<file path="src/rtl/dmem_arbiter_pkg.sv">
// ---------------------------------------------------------------------------
// dmem_arbiter_pkg : shared encodings and defaults for the data-memory arbiter
// Revision: 1.0
// ---------------------------------------------------------------------------
`default_nettype none

package dmem_arbiter_pkg;

  localparam int c_data_w_default = 32;
  localparam int c_addr_w_default = 32;

  typedef enum logic [0:0] {
    ST_IDLE   = 1'b0,
    ST_ACCESS = 1'b1
  } state_t;

  typedef enum logic [0:0] {
    OWN_CPU = 1'b0,
    OWN_DMA = 1'b1
  } owner_t;

endpackage

`default_nettype wire

</file>
<file path="src/rtl/dmem_arb_starve.sv">
// ---------------------------------------------------------------------------
// dmem_arb_starve : saturating count of CPU wins over a waiting DMA request
// Revision: 1.0
// ---------------------------------------------------------------------------
`default_nettype none

module dmem_arb_starve
  import dmem_arbiter_pkg::*;
#(
  parameter int STARVE_MAX = 4
) (
  input  logic clk,
  input  logic rst,
  input  logic issue,
  input  logic cpu_win,
  input  logic dma_pending,
  output logic force_dma
);

  localparam int c_cnt_w = $clog2(STARVE_MAX + 1);
  localparam logic [c_cnt_w-1:0] c_cnt_max = c_cnt_w'(STARVE_MAX);

  logic [c_cnt_w-1:0] r_cnt;

  always_ff @(posedge clk or negedge rst) begin
    if (!rst) begin
      r_cnt <= '0;
    end else if (issue) begin
      if (!cpu_win) begin
        r_cnt <= '0;
      end else if (dma_pending && (r_cnt != c_cnt_max)) begin
        r_cnt <= r_cnt + 1'b1;
      end
    end
  end

  assign force_dma = (r_cnt == c_cnt_max);

endmodule

`default_nettype wire

</file>
<file path="src/rtl/dmem_arbiter.sv">
// ---------------------------------------------------------------------------
// dmem_arbiter : shares a single-port data memory between CPU MEM stage and DMA
// Revision: 1.0
// ---------------------------------------------------------------------------
`default_nettype none

module dmem_arbiter
  import dmem_arbiter_pkg::*;
#(
  parameter int DATA_W     = c_data_w_default,
  parameter int ADDR_W     = c_addr_w_default,
  parameter int MEM_LAT    = 2,
  parameter int STARVE_MAX = 4
) (
  input  logic                clk,
  input  logic                rst,
  input  logic                cpu_req,
  input  logic                cpu_we,
  input  logic [ADDR_W-1:0]   cpu_addr,
  input  logic [DATA_W-1:0]   cpu_wdata,
  input  logic [DATA_W/8-1:0] cpu_wstrb,
  output logic                cpu_stall,
  output logic [DATA_W-1:0]   cpu_rdata,
  input  logic                dma_req,
  input  logic                dma_we,
  input  logic [ADDR_W-1:0]   dma_addr,
  input  logic [DATA_W-1:0]   dma_wdata,
  input  logic [DATA_W/8-1:0] dma_wstrb,
  output logic                dma_gnt,
  output logic                dma_done,
  output logic [DATA_W-1:0]   dma_rdata,
  output logic                mem_en,
  output logic [DATA_W/8-1:0] mem_we,
  output logic [ADDR_W-1:0]   mem_addr,
  output logic [DATA_W-1:0]   mem_wdata,
  input  logic [DATA_W-1:0]   mem_rdata
);

  localparam int c_lat_w = (MEM_LAT > 1) ? $clog2(MEM_LAT) : 1;

  state_t             r_state;
  owner_t             r_owner;
  logic [c_lat_w-1:0] r_lat_cnt;

  logic w_force_dma;
  logic w_idle;
  logic w_cpu_win;
  logic w_dma_win;
  logic w_issue;
  logic w_done;

  // Gating with rst keeps the memory strobe quiet while reset is held.
  assign w_idle    = rst && (r_state == ST_IDLE);
  assign w_dma_win = w_idle && dma_req && (!cpu_req || w_force_dma);
  assign w_cpu_win = w_idle && cpu_req && !w_dma_win;
  assign w_issue   = w_cpu_win || w_dma_win;
  assign w_done    = (r_state == ST_ACCESS) && (r_lat_cnt == '0);

  dmem_arb_starve #(
    .STARVE_MAX (STARVE_MAX)
  ) u_starve (
    .clk         (clk),
    .rst         (rst),
    .issue       (w_issue),
    .cpu_win     (w_cpu_win),
    .dma_pending (dma_req),
    .force_dma   (w_force_dma)
  );

  always_ff @(posedge clk or negedge rst) begin
    if (!rst) begin
      r_state   <= ST_IDLE;
      r_owner   <= OWN_CPU;
      r_lat_cnt <= '0;
    end else begin
      case (r_state)
        ST_IDLE: begin
          if (w_issue) begin
            r_state   <= ST_ACCESS;
            r_owner   <= w_dma_win ? OWN_DMA : OWN_CPU;
            r_lat_cnt <= c_lat_w'(MEM_LAT - 1);
          end
        end
        ST_ACCESS: begin
          if (r_lat_cnt == '0) begin
            r_state <= ST_IDLE;
          end else begin
            r_lat_cnt <= r_lat_cnt - 1'b1;
          end
        end
        default: r_state <= ST_IDLE;
      endcase
    end
  end

  always_comb begin
    mem_en    = w_issue;
    mem_we    = '0;
    mem_addr  = '0;
    mem_wdata = '0;
    if (w_cpu_win) begin
      mem_addr  = cpu_addr;
      mem_wdata = cpu_wdata;
      mem_we    = cpu_we ? cpu_wstrb : '0;
    end else if (w_dma_win) begin
      mem_addr  = dma_addr;
      mem_wdata = dma_wdata;
      mem_we    = dma_we ? dma_wstrb : '0;
    end
  end

  assign dma_gnt   = w_dma_win;
  assign dma_done  = w_done && (r_owner == OWN_DMA);
  assign cpu_stall = cpu_req && !(w_done && (r_owner == OWN_CPU));
  assign cpu_rdata = mem_rdata;
  assign dma_rdata = mem_rdata;

endmodule

`default_nettype wire

</file>
<file path="config.mk">
export PLATFORM = sky130hd
export DESIGN_NAME = dmem_arbiter
export DESIGN_NICKNAME = d
export VERILOG_FILES = /design/src/rtl/dmem_arbiter_pkg.sv /design/src/rtl/dmem_arb_starve.sv /design/src/rtl/dmem_arbiter.sv
export SDC_FILE = /design/constraint.sdc
export NUM_CORES = 1
export LEC_CHECK = 0
export CORE_AREA = 2 2 121 123
export DETAILED_ROUTE_END_ITERATION = 12
export DIE_AREA = 0 0 123 125
export PLACE_DENSITY_LB_ADDON = 0.25
export SLEW_MARGIN = 20
export SYNTH_ARGS = -nofsm -noshare
export SYNTH_HDL_FRONTEND = slang
export SYNTH_SLANG_ARGS = --single-unit
</file>
<file path="constraint.sdc">
create_clock -name clk -period 1.7 [get_ports clk]
set_input_delay 0.34 -clock clk [delete_from_list [all_inputs] [get_ports clk]]
set_output_delay 0.34 -clock clk [all_outputs]
set_load 0.005 [all_outputs]
</file>
==> results of run 1 <==
==> worst register-to-register path, cell delays in order (launching register included) <==
cell     delay, ps
dfrtp_1        350
inv_2           50
ha_4           170
nand3_2         50
and4_4         270
buf_6          210
buf_6          120
buf_4           90
a21oi_1         30
==> layout by cell type (no fill, tap or decap) <==
| master | n |
|---|---|
| a21boi_4 | 1 |
| a21o_1 | 1 |
| a21oi_1 | 2 |
| a22o_1 | 64 |
| a32o_1 | 4 |
| and4_4 | 1 |
| buf_12 | 6 |
| buf_16 | 3 |
| buf_2 | 42 |
| buf_4 | 23 |
| buf_6 | 8 |
| buf_8 | 3 |
| clkbuf_16 | 7 |
| clkbuf_2 | 16 |
| clkdlybuf4s15_1 | 12 |
| clkdlybuf4s50_1 | 138 |
| dfrtp_1 | 6 |
| dlygate4sd2_1 | 3 |
| dlymetal6s2s_1 | 2 |
| ha_1 | 1 |
| ha_4 | 1 |
| inv_1 | 4 |
| inv_2 | 2 |
| nand2_1 | 3 |
| nand2b_1 | 1 |
| nand3_2 | 1 |
| nand3b_1 | 1 |
| nor2_4 | 1 |
| nor3_1 | 1 |
| nor3b_1 | 1 |
| nor3b_4 | 1 |
| o211a_1 | 1 |
| o21ai_0 | 4 |
| o31a_1 | 1 |
| o31ai_1 | 1 |
==> Yosys cell counts (all sizes together) <==
| cell type | instances | area, sq um |
|---|---|---|
| a21boi | 1 | 11.26 |
| a21o | 1 | 7.510 |
| a21oi | 2 | 10.01 |
| a22o | 64 | 560.5 |
| a32o | 4 | 40.04 |
| and4 | 1 | 8.760 |
| buf | 74 | 580.6 |
| clkbuf | 5 | 18.77 |
| dfrtp | 6 | 150.1 |
| ha | 2 | 25.02 |
| inv | 6 | 22.52 |
| nand2 | 3 | 11.26 |
| nand2b | 1 | 6.260 |
| nand3 | 1 | 5.000 |
| nand3b | 1 | 7.510 |
| nor2 | 1 | 6.260 |
| nor3 | 1 | 5.000 |
| nor3b | 2 | 15.01 |
| o211a | 1 | 10.01 |
| o21ai | 4 | 20.02 |
| o31a | 1 | 8.760 |
| o31ai | 1 | 7.510 |
==> what timing repair did <==
action,CTS,global route
hold buffers,0,0
buffers inserted,14,12
gates cloned,6,6
gates resized for setup,230,37
pin swaps,11,10
hold endpoints to repair,0,0
setup endpoints to repair,72,72
==> cells by family after synthesis <==
family          after synthesis  synth area share (%)
flops                         6                 9.764
simple gates                 11                 4.231
fa+ha+maj                     2                 1.627
buf+inv                      85                 40.44
compound gates               79                 43.94
==> state kept, by name (all words and copies together), names as in the netlist <==
register / flops
r_lat_cnt: 1
r_owner: 1
r_state: 1
u_starve.r_cnt: 3
==> metrics by stage <==
stage               total power, mW  setup slack [ps]
floorplan                    0.8607            -13.29
global placement              1.648            -844.9
detailed placement            1.654            -821.5
CTS                           2.202            -702.0
global route                  2.406            -522.6
finish                        2.261            -473.4
==> power breakdown <==
part           switching (mW)  total, mW  internal [mW]
combinational           0.603       1.64           1.03
sequential             0.0446      0.245          0.200
clock                  0.0784      0.380          0.302
==> per-layer routing <==
layer  track usage (%)  up-vias  routed length [microns]
met5                 0        -                        0
met3             3.285       15                     1139
met4             2.072        0                       89
li1                  -     1003                        -
met1             9.611      981                     3325
met2             18.65      165                     4618
==> layout make-up <==
| type | instances | area [sq um] |
|---|---|---|
| Sequential cell | 6 | 150.1 |
| Tap cell | 184 | 230.2 |
| Clock buffer | 3 | 75.07 |
| Fill cell | 1564 | 10460 |
| Timing Repair Buffer | 260 | 2454 |
| Multi-Input combinational cell | 92 | 809.5 |
| Inverter | 6 | 22.52 |
==> worst paths after layout <==
check,startpoint,end
setup reg to reg,u_starve.r_cnt[0],r_owner
hold reg to reg,r_owner,r_owner
hold / removal,rst,u_starve.r_cnt[2]
setup / recovery,u_starve.r_cnt[0],mem_addr[31]
min in group clk,r_owner,r_owner
max in group asynchronous,rst,r_state
==> results.yml, run 1 <==
final_layout:
  fin_cells: 551
  area_delta_synth_final_pct: 143.3
  utilization_pct: 26.34
  diodes: 0
  stdcell_area_sq_um: 3741
  drive_gt1_share_pct: 31.61
  fin_nets: 545
timing:
  whs_ps: 200.0
  final_hold_viol_count: 0
  slew_headroom_pct: 83.31
  clock.fmax_mhz: 460.1
  slew_violations: 0
  fin_crit_ps: 2173
  tightest_slew_ps: 249.8
  setup_tns_ps: -27040
  fin_crit_sh_pct: 127.8
  finalSetupViolations: 69
  finalClockSkew_ps: 1.346
  grt_setup_unrepaired: "true"
  setup_ws_ps: -473.4
setup_path:
  cp_max_fo: 5
  criticalPathCategory: "reg -> out"
  cpPeakStageDelay_ps: 350
  cp.arrival_ps: 1830
  reg2reg_slack_ps: 230
  worst_setup_path_start_kind: "flop"
  end_kind: "output pin"
  critPathRequiredTime_ps: 1360
  cp_num_cells: 9
  rr_worst_depth: 8
  critPathBufInv: 5
  cp_slowest_cell: "dfrtp_1"
  cp_cell_sequence: "inv_2 > ha_4 > a21boi_4 > nor2_4 > buf_12 > buf_8 > buf_6 > a22o_1 > buf_2"
  path_delay_family: "buffers and inverters"
clock_network:
  cts_buffer_depth: 2
  htreeDepth: 1
  cts_tree: "built"
  clk_pin_slew_ps: 30
  clock_sinks: 6
  numCtsBuffers: 3
  cts_root_buffer: "clkbuf_16"
  clk_latency_ps: 230
detailed_routing:
  wl_microns: 9173
  post_drt_wl_per_cell_microns: 16.65
  drtAntennaViolNets: 0
  route.detailed.drc: 0
  vias_per_cell: 3.927
  drt-pass1-iter-count: 4
  first_iter_violations: 32
  num_vias: 2164
power:
  vdd_drop_max_mv: 0.3056
  p_per_area_nw_per_um2: 604.3
  power_leakage_nw: 1.712
floorplan:
  initial_core_util_pct: 10.83
  num_rows: 44
  pin_count: 310
  die_w_microns: 123
  core_sq_um: 14200
  dieHeight_microns: 125
  die_area_sq_um: 15380
placed_design:
  place_congestion: 0.7251
  placed_cells: 517
  portBuffers: 213
  place_hpwl_microns: 5839
  postPlaceCellArea_sq_um: 3480
logic_synthesis:
  syn_inst: 183
  seq_area_frac_synth_pct: 9.764
  post_synth_num_cell_types: 24
  yosys_register_bits: 6
  syn_area_sq_um: 1538
  syn_nets: 359
  avgSynthCellArea_sq_um: 8.403
  yosys_warnings: 0
status:
  status: "complete, but fails checks"
  failed_checks: "setup timing"
grt:
  first_global_vias: 2194
  grt_start_max_net_pins: 31
  antenna_found_initial: 0
  grt_first_pass_wirelength_microns: 11480
  grt_util_all_layers_pct: 9.588
  grt_overflow: 0
flow_run:
  drv_cap: 0
min_path:
  hp-class: "in -> async"
Power figures use the tool's default switching activity.
==> inputs of run 2 (changes only) <==
--- a/config.mk
+++ b/config.mk
@@ -9,7 +9,7 @@
 export DETAILED_ROUTE_END_ITERATION = 12
 export DIE_AREA = 0 0 123 125
 export PLACE_DENSITY_LB_ADDON = 0.25
-export SLEW_MARGIN = 20
+export SLEW_MARGIN = 10
 export SYNTH_ARGS = -nofsm -noshare
 export SYNTH_HDL_FRONTEND = slang
 export SYNTH_SLANG_ARGS = --single-unit
==> results of run 2 <==
Same layout as run 1: the final DEF is identical, and so are final timing and power.
==> inputs of run 3 (changes only) <==
--- a/config.mk
+++ b/config.mk
@@ -8,6 +8,7 @@
 export CORE_AREA = 2 2 121 123
 export DETAILED_ROUTE_END_ITERATION = 12
 export DIE_AREA = 0 0 123 125
+export GPL_TIMING_DRIVEN = 0
 export PLACE_DENSITY_LB_ADDON = 0.25
 export SLEW_MARGIN = 10
 export SYNTH_ARGS = -nofsm -noshare
==> run 3 against run 2 <==
- the flow still finishes with violations (setup timing)
- flip-flop and latch count unchanged
- non-clock buffer count increased by 127
- power increased by 10%
- via count increased by 19%
- clock power increased by 1%
==> results.yml, run 3 (same netlist as run 1, synthesis figures left out) <==
floorplan:
  pin_count: 310
  die_w_microns: 123
  num_rows: 44
  dieHeight_microns: 125
  die_area_sq_um: 15380
  initial_core_util_pct: 10.83
  core_sq_um: 14200
detailed_routing:
  wl_microns: 9553
  post_drt_wl_per_cell_microns: 14.09
  drtAntennaViolNets: 0
  first_iter_violations: 30
  route.detailed.drc: 0
  vias_per_cell: 3.792
  drt-pass1-iter-count: 4
  num_vias: 2571
timing:
  fin_crit_sh_pct: 132.3
  grt_setup_unrepaired: "true"
  final_hold_viol_count: 0
  slew_headroom_pct: 84.01
  clock.fmax_mhz: 444.5
  finalClockSkew_ps: 1.751
  whs_ps: 51.82
  tightest_slew_ps: 239.6
  setup_ws_ps: -549.5
  fin_crit_ps: 2249
  finalSetupViolations: 69
  slew_violations: 0
setup_path:
  cp_max_fo: 9
  rr_worst_depth: 10
  r2r-end: "r_owner"
  reg2reg_slack_ps: 60
  cp_cell_sequence: "inv_2 > ha_4 > buf_4 > a21boi_4 > nor2_4 > buf_12 > buf_8 > buf_6 > a22o_1 > buf_2"
  critPathRequiredTime_ps: 1360
  worst_setup_path_start_kind: "flop"
  criticalPathCategory: "reg -> out"
  cpPeakStageDelay_ps: 370
  end_kind: "output pin"
  cp.arrival_ps: 1910
  cp-endpoint: "mem_wdata[27]"
  critPathLaunch: "u_starve.r_cnt[1]"
  r2r-start: "u_starve.r_cnt[1]"
  cp_slowest_cell: "dfrtp_1"
power:
  p_per_area_nw_per_um2: 515.8
  vdd_drop_max_mv: 0.3606
  power_leakage_nw: 2.268
final_layout:
  largest_reg_flops: 3
  layout_common_cells: "clkdlybuf4s50_1, buf_4, buf_2, a22o_1, buf_6"
  fin_nets: 672
  top_register: "u_starve.r_cnt"
  drive_gt1_share_pct: 38.87
  diodes: 0
  area_delta_synth_final_pct: 213.7
  final_common_cell: "clkdlybuf4s50_1"
clock_network:
  htreeDepth: 1
  clk_latency_ps: 230
  numCtsBuffers: 3
  clk_pin_slew_ps: 30
  clock_sinks: 6
  cts_buffer_depth: 2
  cts_root_buffer: "clkbuf_16"
  cts_tree: "built"
  holdBufCountCts: 0
grt:
  grt_first_pass_wirelength_microns: 13220
  first_global_vias: 2587
  antenna_found_initial: 0
  grt_overflow: 0
  grt_util_all_layers_pct: 10.82
  grt_start_max_net_pins: 11
status:
  failed_checks: "setup timing"
  status: "complete, but fails checks"
placed_design:
  portBuffers: 277
  place_ws_ps: -1318
  place_congestion: 0.6935
  place_hpwl_microns: 7523
min_path:
  hp-class: "in -> async"
flow_run:
  drv_cap: 0
run 3: cell count changes in the layout (fill, tap and decap cells not counted), moves of 2 or more:
cell and delta:
clkbuf_4 +2, clkdlybuf4s50_1 +64, buf_6 +3, clkdlybuf4s15_1 -11, buf_2 +24, clkbuf_2 -13
buf_8 +6, buf_4 +54
run 3: cell type report:
type | count | area [sq um]
buffer | 76 | 671.9
timing repair buffer | 311 | 2863
clock buffer | 3 | 75.07
multi-input combinational | 92 | 810.8
sequential | 6 | 150.1
tap | 184 | 230.2
fill | 1467 | 9380
inverter | 6 | 22.52
run 3: how the worst min path moves through the flow:
stage / from / end / slack, ps / cells after the start
finish: rst / u_starve.r_cnt[0] / 50 / 1
global route: rst / u_starve.r_cnt[2] / 60 / 1
CTS: rst / r_owner / 60 / 1
detailed placement: r_state / r_lat_cnt / 460 / 1
global placement: r_state / r_lat_cnt / 450 / 1
floorplan: rst / r_lat_cnt / 40 / 0
run 3: timing repair:
action	4_1_cts	5_1_grt
resized for setup	306	22
endpoints found under the setup margin	73	72
setup buffers	23	5
cloned	8	2
pin swaps	40	17
run 3: through the flow:
| stage | cell area, sq um | util (%) | instances | power, mW | TNS (ps) |
|---|---|---|---|---|---|
| after floorplan | 1553 | - | 183 | 0.8607 | -119.6 |
| after global placement | 4556 | 32.07 | 644 | 1.877 | -85580 |
| after detailed placement | 4556 | 32.07 | 644 | 1.889 | -87670 |
| after CTS | 4818 | 33.92 | 676 | 2.468 | -32670 |
| after global routing | 4823 | 33.96 | 678 | 2.655 | -36190 |
| final | 4823 | 33.96 | 678 | 2.488 | -32080 |
run 3: power by group:
part	switching (mW)	leakage, nW	internal (mW)
logic	0.629	2.15	1.23
registers	0.0477	0.0764	0.200
clock network	0.0824	0.0370	0.302
run 3: layer usage:
| metal | up-vias | global-route usage (%) | part of all wire, % |
|---|---|---|---|
| li1 | 1253 | - | - |
| met1 | 1153 | 10.87 | 34 |
| met2 | 159 | 22.16 | 54 |
| met3 | 6 | 2.235 | 11 |
| met4 | 0 | 2.139 | 0.85 |
| met5 | - | 0 | 0 |
run 3: worst max-delay path: cells and delay by family (launching register included):
family                     cells  cell delay (ps)
and+or+nand+nor                1               70
adders and majority gates      1              170
DFF                            1              370
buffers and inverters          6              700
AOI/OAI and AO/OA              2              340
